===== src/rtl/bus_cycle_sequencer_if.sv =====
// Bundle of execute-unit request, pin inputs and sequencer strobes for bus_cycle_sequencer.
// The master modport is the sequencer itself; the slave modport is its environment.
interface bus_cycle_sequencer_if;
  logic       cyc_req;
  logic [2:0] cyc_type;
  logic       cyc_last;
  logic       mwait;
  logic       busrq;
  logic       intr;
  logic       nmi;
  logic       iff1;
  logic       cyc_ack;
  logic       T1, T2, Tw1, Tw2, T3, T4;
  logic       fFetch, fMRead, fMWrite, fIORead, fIOWrite, fIntr;
  logic       nmi_taken;
  logic       int_taken;
  logic       busack;

  modport master (
    input  cyc_req, cyc_type, cyc_last, mwait, busrq, intr, nmi, iff1,
    output cyc_ack, T1, T2, Tw1, Tw2, T3, T4,
    output fFetch, fMRead, fMWrite, fIORead, fIOWrite, fIntr,
    output nmi_taken, int_taken, busack
  );

  modport slave (
    output cyc_req, cyc_type, cyc_last, mwait, busrq, intr, nmi, iff1,
    input  cyc_ack, T1, T2, Tw1, Tw2, T3, T4,
    input  fFetch, fMRead, fMWrite, fIORead, fIOWrite, fIntr,
    input  nmi_taken, int_taken, busack
  );
endinterface


===== src/rtl/bus_cycle_sequencer.sv =====
// T-state / machine-cycle sequencer: walks T1..T4 with WAIT insertion, bus release and
// NMI/INTR arbitration at instruction boundaries. All outputs come straight from flops.
module bus_cycle_sequencer #(
  parameter int INTR_AUTO_WAIT = 1
) (
  input  logic                  clk,
  input  logic                  nreset,
  bus_cycle_sequencer_if.master bus
);

  typedef enum logic [2:0] {
    S_IDLE, S_T1, S_T2, S_TW1, S_TW2, S_T3, S_T4, S_BREL
  } state_e;

  typedef enum logic [2:0] {
    F_FETCH, F_MREAD, F_MWRITE, F_IOREAD, F_IOWRITE, F_INTR
  } func_e;

  localparam bit AUTO_WAIT = (INTR_AUTO_WAIT != 0);

  state_e     state_q, state_d;
  func_e      func_q, func_d;
  logic       nmi_latch_q, nmi_latch_d;
  logic       nmi_prev_q;
  logic       brel_boundary_q, brel_boundary_d;
  logic [5:0] t_q, t_d;
  logic [5:0] f_q, f_d;
  logic       cyc_ack_q, cyc_ack_d;
  logic       nmi_taken_q, nmi_taken_d;
  logic       int_taken_q, int_taken_d;
  logic       busack_q, busack_d;

  logic decide;
  logic boundary;
  logic nmi_clear;
  logic is_io;
  logic is_mem;
  logic is_intr;
  func_e req_func;

  always_comb begin
    state_d         = state_q;
    func_d          = func_q;
    brel_boundary_d = brel_boundary_q;
    cyc_ack_d       = 1'b0;
    nmi_taken_d     = 1'b0;
    int_taken_d     = 1'b0;
    decide          = 1'b0;
    boundary        = 1'b0;
    nmi_clear       = 1'b0;
    is_io           = (func_q == F_IOREAD) || (func_q == F_IOWRITE);
    is_mem          = (func_q == F_MREAD) || (func_q == F_MWRITE);
    is_intr         = (func_q == F_INTR);

    case (bus.cyc_type)
      3'd0:    req_func = F_FETCH;
      3'd2:    req_func = F_MWRITE;
      3'd3:    req_func = F_IOREAD;
      3'd4:    req_func = F_IOWRITE;
      default: req_func = F_MREAD;
    endcase

    case (state_q)
      S_IDLE: decide = 1'b1;
      // Bus release defers the boundary decision, so the boundary seen on entry is replayed here.
      S_BREL: begin
        decide   = 1'b1;
        boundary = brel_boundary_q;
      end
      S_T1: state_d = S_T2;
      S_T2: begin
        if (bus.mwait && !is_io && !(is_intr && AUTO_WAIT)) state_d = S_T2;
        else if (is_intr && AUTO_WAIT)                      state_d = S_TW1;
        else                                                state_d = S_T3;
      end
      S_TW1: state_d = S_TW2;
      S_TW2: state_d = bus.mwait ? S_TW2 : S_T3;
      S_T3: begin
        if (is_mem) begin
          decide   = 1'b1;
          boundary = bus.cyc_last;
        end else if (is_io && bus.mwait) begin
          state_d = S_T3;
        end else begin
          state_d = S_T4;
        end
      end
      S_T4: begin
        decide   = 1'b1;
        boundary = bus.cyc_last;
      end
      default: state_d = S_IDLE;
    endcase

    if (decide) begin
      if (bus.busrq) begin
        state_d         = S_BREL;
        brel_boundary_d = boundary;
      end else if (boundary && nmi_latch_q) begin
        state_d     = S_T1;
        func_d      = F_FETCH;
        nmi_taken_d = 1'b1;
        nmi_clear   = 1'b1;
      end else if (boundary && bus.intr && bus.iff1) begin
        state_d     = S_T1;
        func_d      = F_INTR;
        int_taken_d = 1'b1;
      end else if (bus.cyc_req) begin
        state_d   = S_T1;
        func_d    = req_func;
        cyc_ack_d = 1'b1;
      end else begin
        state_d = S_IDLE;
      end
    end

    // A fresh NMI edge in the clearing clock must survive, so set dominates clear.
    nmi_latch_d = (bus.nmi & ~nmi_prev_q) | (nmi_latch_q & ~nmi_clear);

    case (state_d)
      S_T1:    t_d = 6'b100000;
      S_T2:    t_d = 6'b010000;
      S_TW1:   t_d = 6'b001000;
      S_TW2:   t_d = 6'b000100;
      S_T3:    t_d = 6'b000010;
      S_T4:    t_d = 6'b000001;
      default: t_d = 6'b000000;
    endcase

    if (state_d == S_IDLE || state_d == S_BREL) begin
      f_d = 6'b000000;
    end else begin
      case (func_d)
        F_FETCH:   f_d = 6'b100000;
        F_MREAD:   f_d = 6'b010000;
        F_MWRITE:  f_d = 6'b001000;
        F_IOREAD:  f_d = 6'b000100;
        F_IOWRITE: f_d = 6'b000010;
        F_INTR:    f_d = 6'b000001;
        default:   f_d = 6'b000000;
      endcase
    end

    busack_d = (state_d == S_BREL);
  end

  always_ff @(posedge clk) begin
    if (!nreset) begin
      state_q         <= S_IDLE;
      func_q          <= F_FETCH;
      nmi_latch_q     <= 1'b0;
      nmi_prev_q      <= 1'b0;
      brel_boundary_q <= 1'b0;
      t_q             <= 6'b000000;
      f_q             <= 6'b000000;
      cyc_ack_q       <= 1'b0;
      nmi_taken_q     <= 1'b0;
      int_taken_q     <= 1'b0;
      busack_q        <= 1'b0;
    end else begin
      state_q         <= state_d;
      func_q          <= func_d;
      nmi_latch_q     <= nmi_latch_d;
      nmi_prev_q      <= bus.nmi;
      brel_boundary_q <= brel_boundary_d;
      t_q             <= t_d;
      f_q             <= f_d;
      cyc_ack_q       <= cyc_ack_d;
      nmi_taken_q     <= nmi_taken_d;
      int_taken_q     <= int_taken_d;
      busack_q        <= busack_d;
    end
  end

  assign bus.T1        = t_q[5];
  assign bus.T2        = t_q[4];
  assign bus.Tw1       = t_q[3];
  assign bus.Tw2       = t_q[2];
  assign bus.T3        = t_q[1];
  assign bus.T4        = t_q[0];
  assign bus.fFetch    = f_q[5];
  assign bus.fMRead    = f_q[4];
  assign bus.fMWrite   = f_q[3];
  assign bus.fIORead   = f_q[2];
  assign bus.fIOWrite  = f_q[1];
  assign bus.fIntr     = f_q[0];
  assign bus.cyc_ack   = cyc_ack_q;
  assign bus.nmi_taken = nmi_taken_q;
  assign bus.int_taken = int_taken_q;
  assign bus.busack    = busack_q;

endmodule

===== src/flat_wrapper.sv =====
// flat-port wrapper written by rule: the top's interface ports become plain ports
module bus_cycle_sequencer_flat 
#(
  parameter int INTR_AUTO_WAIT = 1
)
  (clk, nreset, bus_cyc_req, bus_cyc_type, bus_cyc_last, bus_mwait, bus_busrq, bus_intr, bus_nmi, bus_iff1, bus_cyc_ack, bus_T1, bus_T2, bus_Tw1, bus_Tw2, bus_T3, bus_T4, bus_fFetch, bus_fMRead, bus_fMWrite, bus_fIORead, bus_fIOWrite, bus_fIntr, bus_nmi_taken, bus_int_taken, bus_busack);
  bus_cycle_sequencer_if bus_i ();
  input  logic clk;
  input  logic nreset;
  input wire logic [$bits(bus_i.cyc_req)-1:0] bus_cyc_req;
  input wire logic [$bits(bus_i.cyc_type)-1:0] bus_cyc_type;
  input wire logic [$bits(bus_i.cyc_last)-1:0] bus_cyc_last;
  input wire logic [$bits(bus_i.mwait)-1:0] bus_mwait;
  input wire logic [$bits(bus_i.busrq)-1:0] bus_busrq;
  input wire logic [$bits(bus_i.intr)-1:0] bus_intr;
  input wire logic [$bits(bus_i.nmi)-1:0] bus_nmi;
  input wire logic [$bits(bus_i.iff1)-1:0] bus_iff1;
  output wire logic [$bits(bus_i.cyc_ack)-1:0] bus_cyc_ack;
  output wire logic [$bits(bus_i.T1)-1:0] bus_T1;
  output wire logic [$bits(bus_i.T2)-1:0] bus_T2;
  output wire logic [$bits(bus_i.Tw1)-1:0] bus_Tw1;
  output wire logic [$bits(bus_i.Tw2)-1:0] bus_Tw2;
  output wire logic [$bits(bus_i.T3)-1:0] bus_T3;
  output wire logic [$bits(bus_i.T4)-1:0] bus_T4;
  output wire logic [$bits(bus_i.fFetch)-1:0] bus_fFetch;
  output wire logic [$bits(bus_i.fMRead)-1:0] bus_fMRead;
  output wire logic [$bits(bus_i.fMWrite)-1:0] bus_fMWrite;
  output wire logic [$bits(bus_i.fIORead)-1:0] bus_fIORead;
  output wire logic [$bits(bus_i.fIOWrite)-1:0] bus_fIOWrite;
  output wire logic [$bits(bus_i.fIntr)-1:0] bus_fIntr;
  output wire logic [$bits(bus_i.nmi_taken)-1:0] bus_nmi_taken;
  output wire logic [$bits(bus_i.int_taken)-1:0] bus_int_taken;
  output wire logic [$bits(bus_i.busack)-1:0] bus_busack;
  assign bus_i.cyc_req = bus_cyc_req;
  assign bus_i.cyc_type = bus_cyc_type;
  assign bus_i.cyc_last = bus_cyc_last;
  assign bus_i.mwait = bus_mwait;
  assign bus_i.busrq = bus_busrq;
  assign bus_i.intr = bus_intr;
  assign bus_i.nmi = bus_nmi;
  assign bus_i.iff1 = bus_iff1;
  assign bus_cyc_ack = bus_i.cyc_ack;
  assign bus_T1 = bus_i.T1;
  assign bus_T2 = bus_i.T2;
  assign bus_Tw1 = bus_i.Tw1;
  assign bus_Tw2 = bus_i.Tw2;
  assign bus_T3 = bus_i.T3;
  assign bus_T4 = bus_i.T4;
  assign bus_fFetch = bus_i.fFetch;
  assign bus_fMRead = bus_i.fMRead;
  assign bus_fMWrite = bus_i.fMWrite;
  assign bus_fIORead = bus_i.fIORead;
  assign bus_fIOWrite = bus_i.fIOWrite;
  assign bus_fIntr = bus_i.fIntr;
  assign bus_nmi_taken = bus_i.nmi_taken;
  assign bus_int_taken = bus_i.int_taken;
  assign bus_busack = bus_i.busack;
  bus_cycle_sequencer #(.INTR_AUTO_WAIT(INTR_AUTO_WAIT)) u_core (.clk(clk), .nreset(nreset), .bus(bus_i));
endmodule

===== config.mk =====
export PLATFORM = sky130hd
export DESIGN_NAME = bus_cycle_sequencer_flat
export DESIGN_NICKNAME = d
export VERILOG_FILES = /design/src/rtl/bus_cycle_sequencer_if.sv /design/src/rtl/bus_cycle_sequencer.sv /design/src/flat_wrapper.sv
export SDC_FILE = /design/constraint.sdc
export NUM_CORES = 1
export LEC_CHECK = 0
export ABC_AREA = 1
export CAP_MARGIN = 20
export CORE_ASPECT_RATIO = 1.25
export CORE_MARGIN = 4
export CORE_UTILIZATION = 44
export CTS_BUF_LIST = sky130_fd_sc_hd__clkbuf_8 sky130_fd_sc_hd__clkbuf_16
export DETAILED_ROUTE_END_ITERATION = 6
export PLACE_DENSITY_LB_ADDON = 0.3
export REMOVE_ABC_BUFFERS = 1
export SLEW_MARGIN = 5
export SYNTH_ARGS = -nofsm -noshare
export SYNTH_HDL_FRONTEND = slang
export SYNTH_SLANG_ARGS = --single-unit

===== constraint.sdc =====
create_clock -name clk -period 1.3 [get_ports clk]
set_clock_uncertainty 0.1 [all_clocks]
set_input_delay 0.195 -clock clk [delete_from_list [all_inputs] [get_ports clk]]
set_output_delay 0.195 -clock clk [all_outputs]
set_load 0.01 [all_outputs]

-- Word-level counts from Yosys, hierarchy flattened
Cells that the tools add are included.
- output and inout port bits: 16
- bits in registers: 25
- input port bits: 12
- bitwise operators: 7
- reduce and logical (&&, ||, !) cells: 20
- equal/unequal tests: 27
- muxes and demuxes: 28
- operators with widths (operator ; count):
    6-bit case mux with 6 select lines ; 2
    3-bit equality test (second input constant) ; 13
    3-bit 2-to-1 mux ; 12
    3-bit by 2-bit equality test with 1-bit output (second input constant) ; 10
    3-bit case mux with 5 select lines ; 1
    3-bit by 1-bit equality test with 1-bit output (second input constant) ; 4
    3-bit logical NOT ; 4
    3-bit case mux with 4 select lines ; 1
    1-bit 2-to-1 mux ; 9
    1-bit logical AND ; 6
    5-bit OR reduction ; 1
    1-bit inverter ; 4
    4-bit OR reduction ; 1
    1-bit logical OR ; 3
    1-bit case mux with 3 select lines ; 1
    3-bit OR reduction ; 1
    1-bit AND ; 2
    1-bit logical NOT ; 2
    2-bit 2-to-1 mux ; 1
    1-bit case mux with 2 select lines ; 1
    2-bit AND reduction ; 1
    2-bit OR reduction ; 1
    1-bit OR ; 1

-- Logic depth before layout (Yosys ltp)
Gate-level depths: netlist of run 1.
- depth after elaboration: 13
- gate-level depth with buffers: 12

-- Least setup slack after synthesis of run 1
No wires, ideal clock.
- path kind: register to register
- start point: reg u_core.func_q[2]
- end point: reg u_core.f_q[5]
- path buffers: 0
- library setup time: 0.120 ns
- arrival: 1.261 ns
- slack: -0.182 ns
- stages on the path, launching flop included: 13
- path through: dfxtp_1 > inv_1 > nand2_2 > nor2_4 > nand2_2 > nand2_4 > nand3_1 > nand2_1 > nand2_2 > nor2_1 > nor2_4 > nand3_1 > nor2_1
- cells in the longest elaborated chain, start to end: 13
- elaborated cells on any way between the ends: 44
- RTL lines (item ; RTL line ; source):
    start, declared ; bus_cycle_sequencer.sv:22 ; func_e func_q, func_d;
    start signal, assigned ; bus_cycle_sequencer.sv:162 ; func_q <= func_d;
    branches (longest 13 deep; another with 6-bit case mux with 6 select lines) ; n/a ;
    end signal, assigned ; bus_cycle_sequencer.sv:155 ; f_q <= 6'b000000;
    end signal, assigned ; bus_cycle_sequencer.sv:167 ; f_q <= f_d;
    end, declared ; bus_cycle_sequencer.sv:27 ; logic [5:0] f_q, f_d;
Parallel ways; which one is timed is not known.
A chain may end at the register's enable or synchronous reset.

-- Final worst setup path of run 1
- start point: reg u_core.func_q[0]
- end point: reg u_core.t_q[4]
- cells in the longest elaborated chain, start to end: 12
- elaborated cells on any way between the ends: 35
- RTL lines (item ; RTL line ; source):
    3-bit by 1-bit equality test with 1-bit output or 3-bit by 2-bit equality test with 1-bit output (tied branches) ; bus_cycle_sequencer.sv:52 ; is_mem = (func_q == F_MREAD) || (func_q == F_MWRITE);
    1-bit logical OR ; bus_cycle_sequencer.sv:52 ;
    1-bit 2-to-1 mux ; bus_cycle_sequencer.sv:79 ; if (is_mem) begin
    1-bit case mux with 3 select lines ; bus_cycle_sequencer.sv:63 ; case (state_q)
    1-bit logical AND (2 in series) ; bus_cycle_sequencer.sv:104 ; end else if (boundary && bus.intr && bus.iff1) begin
    3-bit 2-to-1 mux ; bus_cycle_sequencer.sv:104 ;
    3-bit 2-to-1 mux ; bus_cycle_sequencer.sv:99 ; end else if (boundary && nmi_latch_q) begin
    3-bit 2-to-1 mux ; bus_cycle_sequencer.sv:96 ; if (bus.busrq) begin
    3-bit 2-to-1 mux (*) ; bus_cycle_sequencer.sv:95 ; if (decide) begin
    3-bit equality test, or another cell as far along ; bus_cycle_sequencer.sv:120 ; case (state_d)
    6-bit case mux with 6 select lines (*) ; bus_cycle_sequencer.sv:120 ;
    end signal, assigned ; bus_cycle_sequencer.sv:166 ; t_q <= t_d;
    end, declared ; bus_cycle_sequencer.sv:26 ; logic [5:0] t_q, t_d;
Mark *: on every way between the ends. The rest lies on a longest branch, timed or not.

==> results of run 1 <==
[layout by cell type (no fill, tap or decap), types with 4 or more instances in the layout]
| cell | instances |
|---|---|
| dlygate4sd2_1 | 16 |
| nand3_2 | 6 |
| inv_2 | 6 |
| nor2_1 | 23 |
| a21oi_2 | 4 |
| clkdlybuf4s50_1 | 11 |
| dfxtp_1 | 20 |
| nand2_2 | 16 |
| nor2_4 | 7 |
| dfxtp_2 | 4 |
| nand2_1 | 16 |
| nand3_1 | 12 |
| inv_1 | 11 |
| buf_4 | 30 |
| nor2_2 | 6 |
[registers in the layout, indices dropped and copies added, names as in the netlist]
name,flops
u_core.func_q,3
u_core.brel_boundary_q,1
u_core.bus.nmi_taken,1
u_core.state_q,3
u_core.nmi_prev_q,1
u_core.bus.cyc_ack,1
u_core.nmi_latch_q,1
u_core.t_q,6
u_core.f_q,6
u_core.bus.busack,1
u_core.bus.int_taken,1
[metrics by stage]
stage / area [um2] / instances / hold WS, ps
after floorplan: 1220 / 157 / 202
after global placement: 1710 / 241 / 306
after detailed placement: 1710 / 241 / 309
after CTS: 1820 / 249 / 323
after global routing: 1890 / 254 / 343
final: 1890 / 254 / 320
[cell usage after synthesis (2+ instances only)]
cell / number
nand3_1: 17
inv_1: 13
a21oi_1: 4
nand2_1: 24
o21ai_0: 2
nand2_2: 8
nor2_2: 5
nor2_1: 25
o21ai_1: 2
a21oi_2: 3
nand2_4: 3
nor3_1: 3
nor2_4: 6
inv_2: 4
dfxtp_1: 25
[area by class of cell]
cell class / instances / area (um2) / area share (%)
clock buffer: 3 / 41.3 / 2.19
multi-input combinational: 113 / 713 / 37.8
inverter: 19 / 73.8 / 3.92
clock inverter: 1 / 7.51 / 0.398
timing repair buffer: 59 / 498 / 26.4
sequential: 25 / 509 / 27.0
tap: 34 / 42.5 / 2.26
[critical path: stages (launching register included)]
cell	delay, ps
dfxtp_2	340
nand2_2	70
nand2_2	60
nor2_4	140
nand2_2	90
buf_4	140
buf_4	120
buf_4	120
nand4_1	140
nand2_2	110
nor3b_2	160
[timing repair]
| item | CTS | global route |
|---|---|---|
| endpoints found under the setup margin | 39 | 24 |
| resized for setup | 37 | 8 |
| setup buffers | 4 | 5 |
| pin swaps | 3 | 3 |
| hold buffers | 0 | 0 |
[cells by family (layout without fill, tap and decap cells)]
group	count (synthesis)	after routing	share of synthesized area (%)
DFF	25	25	40.9
and+or+nand+nor	99	99	45.1
buffers and inverters	19	82	5.93
AOI/OAI and AO/OA	14	14	8.08
[routing by layer]
metal | up-vias | GRT usage (%)
met5 | - | 0
met4 | 0 | 10.6
met3 | 8 | 2.46
met2 | 28 | 33.6
met1 | 575 | 18.4
li1 | 626 | -
[path summary, 6_finish.rpt]
check                           slack (ps)  depth (start not counted)                            end                         start
worst max-delay path                  -390                         10       u_core.t_q[4]$_SDFF_PN0_   u_core.func_q[0]$_SDFF_PN0_
worst min-delay path                   320                          1  u_core.nmi_latch_q$_SDFF_PN0_  u_core.nmi_prev_q$_SDFF_PN0_
worst max register to register        -390                         10       u_core.t_q[4]$_SDFF_PN0_   u_core.func_q[0]$_SDFF_PN0_
worst min register to register         320                          1  u_core.nmi_latch_q$_SDFF_PN0_  u_core.nmi_prev_q$_SDFF_PN0_
[power breakdown]
group | total [mW] | switching [mW] | internal, mW
Combinational | 2.07 | 1.12 | 0.949
Sequential | 1.06 | 0.100 | 0.957
Clock | 0.471 | 0.253 | 0.217
==> results.sh, run 1 <==
export IMPL_drt_total_wl_um=3080
export IMPL_ys_warn_count=0
export IMPL_finalHoldViolations=0
export IMPL_status="finished, violations left"
export IMPL_grt_pass1_wl_um=4840
export IMPL_cp_required_ps=1370
export IMPL_drtPass1Iterations=4
export IMPL_rsz0062_at_grt="yes"
export IMPL_ys_flop_type="dfxtp_1"
export IMPL_syn_area_um2=1220
export IMPL_dp_slack_ps=-421
export IMPL_p_leak_nw=0.926
export IMPL_worst_ir_drop_vdd_uv=1020
export IMPL_cellPowerDensity_nw_per_um2=1910
export IMPL_pin_count=28
export IMPL_place_gp_congestion=0.892
export IMPL_ys_ff_latch=25
export IMPL_drt_iter0_drc=29
export IMPL_fin_ws_ps=-389
export IMPL_ys_seq_area_share_pct=40.9
export IMPL_clk_pin_slew_ps=90
export IMPL_yosysTopAreaCellShare_pct=40.9
export IMPL_fin_nets=233
export IMPL_synthCells=157
export IMPL_route_layer_met1_wl_um=1150
export IMPL_ys_types=28
export IMPL_numPortBuffers=27
export IMPL_start_util_pct=45.7
export IMPL_synth_edff_count=0
export IMPL_antenna_found_initial=0
export IMPL_dp_hpwl_um=2350
export IMPL_finalPower_mw=3.60
export IMPL_layout_min_cycle_time_ps=1690
export IMPL_cts_tree="built"
export IMPL_core_area_um2=2680
export IMPL_ant_nets=0
export IMPL_failed_checks="setup timing"
export IMPL_cts_root_buf="clkbuf_8"
export IMPL_fill_cells=231
export IMPL_synth_top_area_cell="dfxtp_1"
export IMPL_grt_pass1_vias=1208
export IMPL_worstMarginPinSlew_ps=322
export IMPL_die_h_um=67.0
export IMPL_critPathKind="reg2reg"
export IMPL_drv_cap=0
export IMPL_clk_path_buf_depth=2
export IMPL_setup_viol=22
export IMPL_clk_latency_ps=270
export IMPL_wl_met3_um=122
export IMPL_async_flop_share_pct=0
export IMPL_grt_overflow=0
export IMPL_placementRows=21
export IMPL_via_count=1237
export IMPL_grt_total_usage_pct=18.2
export IMPL_maxSlewViolCount=0
export IMPL_drcViolationCount=0
export IMPL_maxSlewHeadroom_pct=78.5
export IMPL_endpoint_kind="register"
export IMPL_dr_wl_met2_um=1740
export IMPL_viasPerCell=4.87
export IMPL_fmax_ghz=0.592
export IMPL_period_share_pct=130
export IMPL_insertedDiodeCount=0
export IMPL_highest_layer="met4"
export IMPL_setup_tns_ps=-5760
export IMPL_cts_buffers=3
export IMPL_cp_start_kind="register"
export IMPL_die_w_um=55.2
export IMPL_drive_gt1_share_pct=44.5
export IMPL_area_growth_pct=54.1
export IMPL_finalCoreUtilization_pct=70.4
export IMPL_path_max_fanout=4
export IMPL_cts_sinks=25
export IMPL_syn_avg_cell_area_um2=7.79
export IMPL_hold_class="reg2reg"
export IMPL_synth_area_leaders="dfxtp_1 41%, nor2_1 7.7%, nand2_1 7.4%, nand3_1 7.0%, nor2_4 5.5%"
export IMPL_wire_per_inst_um=12.1
export IMPL_die_area_um2=3690
export IMPL_cp_arrival_ps=1750
export IMPL_h_tree_depth=1
export IMPL_grt_max_degree=16
Power figures use the tool's default switching activity.
==> run 2: changes to the inputs <==
CORE_MARGIN = default   (was 4)
CORE_UTILIZATION = 36   (was 44)
==> run 2 against run 1 <==
  * The run still ends with setup timing left
  * Setup slack improved by 12 ps
  * Non-clock buffer count decreased by 5
  * Die area decreased by 1.5%
  * Power decreased by 6.2%
  * Sequential cell count unchanged
  * Register-to-register slack about the same
  * Wire length decreased by 8.8%
  * Final cell count decreased by 0.79%
  * Critical path type unchanged
==> results.sh, run 2 (synthesis gave the netlist of run 1 again) <==
export IMPL_met1_usage_pct=20.1
export IMPL_postPlaceCellArea_um2=1710
export IMPL_critPathBufInv=2
export IMPL_grt_total_usage_pct=17.9
export IMPL_drive_gt1_share_pct=40.9
export IMPL_fin_nets=228
export IMPL_grt_max_degree=15
export IMPL_cellPowerDensity_nw_per_um2=1840
export IMPL_maxSlewViolCount=0
export IMPL_crit_family="simple AND/OR/NAND/NOR gates"
export IMPL_viasPerCell=4.77
export IMPL_fmax_ghz=0.596
export IMPL_drt_iter0_drc=9
export IMPL_critPathLaunch="u_core.func_q[0]$_SDFF_PN0_"
export IMPL_wire_per_inst_um=11.2
export IMPL_setup_viol=22
export IMPL_dp_hpwl_um=2260
export IMPL_clk_latency_ps=260
export IMPL_period_share_pct=129
export IMPL_pin_count=28
export IMPL_drcViolationCount=0
export IMPL_core_area_um2=3220
export IMPL_grt_busiest_layer="met2"
export IMPL_endpoint_kind="register"
export IMPL_via_count=1203
export IMPL_path_common_cell="nand2_4"
export IMPL_cp_required_ps=1410
export IMPL_top_regs="u_core.f_q (6), u_core.t_q (6)"
export IMPL_slowest_stage="dfxtp_2"
export IMPL_insertedDiodeCount=0
export IMPL_cts_tree="built"
export IMPL_clk_path_buf_depth=2
export IMPL_finalCoreUtilization_pct=57.0
export IMPL_finalPower_mw=3.38
export IMPL_start_util_pct=38.0
export IMPL_fin_ws_ps=-377
export IMPL_rsz0062_at_grt="yes"
export IMPL_hp_start="u_core.nmi_prev_q$_SDFF_PN0_"
export IMPL_maxSlewHeadroom_pct=79.4
export IMPL_drv_cap=0
export IMPL_path_max_fanout=5
export IMPL_r2r_start="u_core.func_q[0]$_SDFF_PN0_"
export IMPL_die_w_um=54.1
export IMPL_placementRows=23
export IMPL_critPathKind="reg2reg"
export IMPL_drtPass1Iterations=4
export IMPL_antenna_found_initial=0
export IMPL_cp_start_kind="register"
export IMPL_grt_pass1_wl_um=4770
export IMPL_worstMarginPinSlew_ps=309
export IMPL_drt_total_wl_um=2810
export IMPL_worst_ir_drop_vdd_uv=930
export IMPL_p_leak_nw=0.905
export IMPL_cts_root_buf="clkbuf_8"
export IMPL_area_growth_pct=50.2
export IMPL_place_gp_congestion=0.889
export IMPL_final_cell_mix="26 x buf_4, 21 x nand2_1, 21 x nor2_1, 20 x dfxtp_1, 16 x dlygate4sd2_1"
export IMPL_crit_chain="nand2_2, nand2_4, nor2_4, nand2_2, nand2_4, nand2_4, a21oi_4, buf_4, a21oi_4, buf_4, nor2_1"
export IMPL_grt_overflow=0
export IMPL_h_tree_depth=1
export IMPL_die_area_um2=3640
export IMPL_holdWs_ps=307
export IMPL_hold_class="reg2reg"
export IMPL_setup_tns_ps=-5660
export IMPL_cp_arrival_ps=1780
export IMPL_failed_checks="setup timing"
export IMPL_numPortBuffers=27
export IMPL_ant_nets=0
export IMPL_clk_pin_slew_ps=80
export IMPL_mostFrequentLayoutCell="buf_4"
export IMPL_grt_met2_usage_pct=30.2
export IMPL_die_h_um=67.2
export IMPL_grt_pass1_vias=1164
export IMPL_cts_buffers=3
export IMPL_status="finished, violations left"
export IMPL_fin_area_um2=1840
export IMPL_finalHoldViolations=0
export IMPL_critPathMaxStageDelay_ps=340
export IMPL_layout_min_cycle_time_ps=1680
export IMPL_cts_sinks=25
export IMPL_grtUsageMet3_pct=2.93
## run 2: cell types whose count changed in the layout (fill, tap and decap cells not counted), sizes merged
| cell | delta |
|---|---|
| buf | -5 |
| clkinv | +2 |
| clkinvlp | -1 |
| inv | -1 |
## run 2: layer usage
metal / vias to the layer above / wire [um]
li1: 614 / -
met3: 10 / 98
met1: 545 / 1150
met4: 0 / 97
met2: 34 / 1460
met5: - / 0
## run 2: power breakdown
group | total, mW | switching (mW) | internal [mW]
registers | 1.05 | 0.101 | 0.951
clock network | 0.445 | 0.231 | 0.214
logic | 1.88 | 1.05 | 0.825
total | 3.38 | 1.39 | 1.99
## run 2: worst reg2reg max path: stages (launching register included)
cell	delay, ps
dfxtp_2	340
nand2_2	80
nand2_4	60
nor2_4	150
nand2_2	90
nand2_4	110
nand2_4	80
a21oi_4	190
buf_4	150
a21oi_4	60
buf_4	130
nor2_1	70
## run 2: repair_timing
action / CTS / global route
setup endpoints to repair: 39 / 24
pin swaps: 0 / 8
hold buffers: 0 / 0
gates cloned: 0 / 0
setup buffers: 2 / 2
resized for setup: 29 / 11
## run 2: area by class of cell
cell class / count / area, um2
clock buffers: 3 / 41.3
clock inverters: 1 / 5.00
fillers: 296 / 1390
inverters: 19 / 72.6
multi-input cells: 113 / 709
flip-flops and latches: 25 / 507
well taps: 37 / 46.3
repair buffers: 54 / 457
## run 2: final timing paths
path | end | slack (ps) | depth (start not counted)
hold / removal | u_core.nmi_latch_q$_SDFF_PN0_ | 310 | 1
hold reg to reg | u_core.nmi_latch_q$_SDFF_PN0_ | 310 | 1
setup / recovery | u_core.func_q[2]$_SDFF_PN0_ | -380 | 11
setup reg to reg | u_core.func_q[2]$_SDFF_PN0_ | -380 | 11
## run 2: metrics by stage
step / cells / worst slack [ps]
2_1_floorplan: 157 / -182
3_3_place_gp: 244 / -399
3_5_place_dp: 244 / -427
4_1_cts: 250 / -333
5_1_grt: 252 / -482
6_report: 252 / -377
==> run 3: changes to the inputs <==
CTS_CLUSTER_SIZE = 40   (was default)
==> results of run 3 <==
No change in the layout: final DEF, timing and power equal those of run 2.
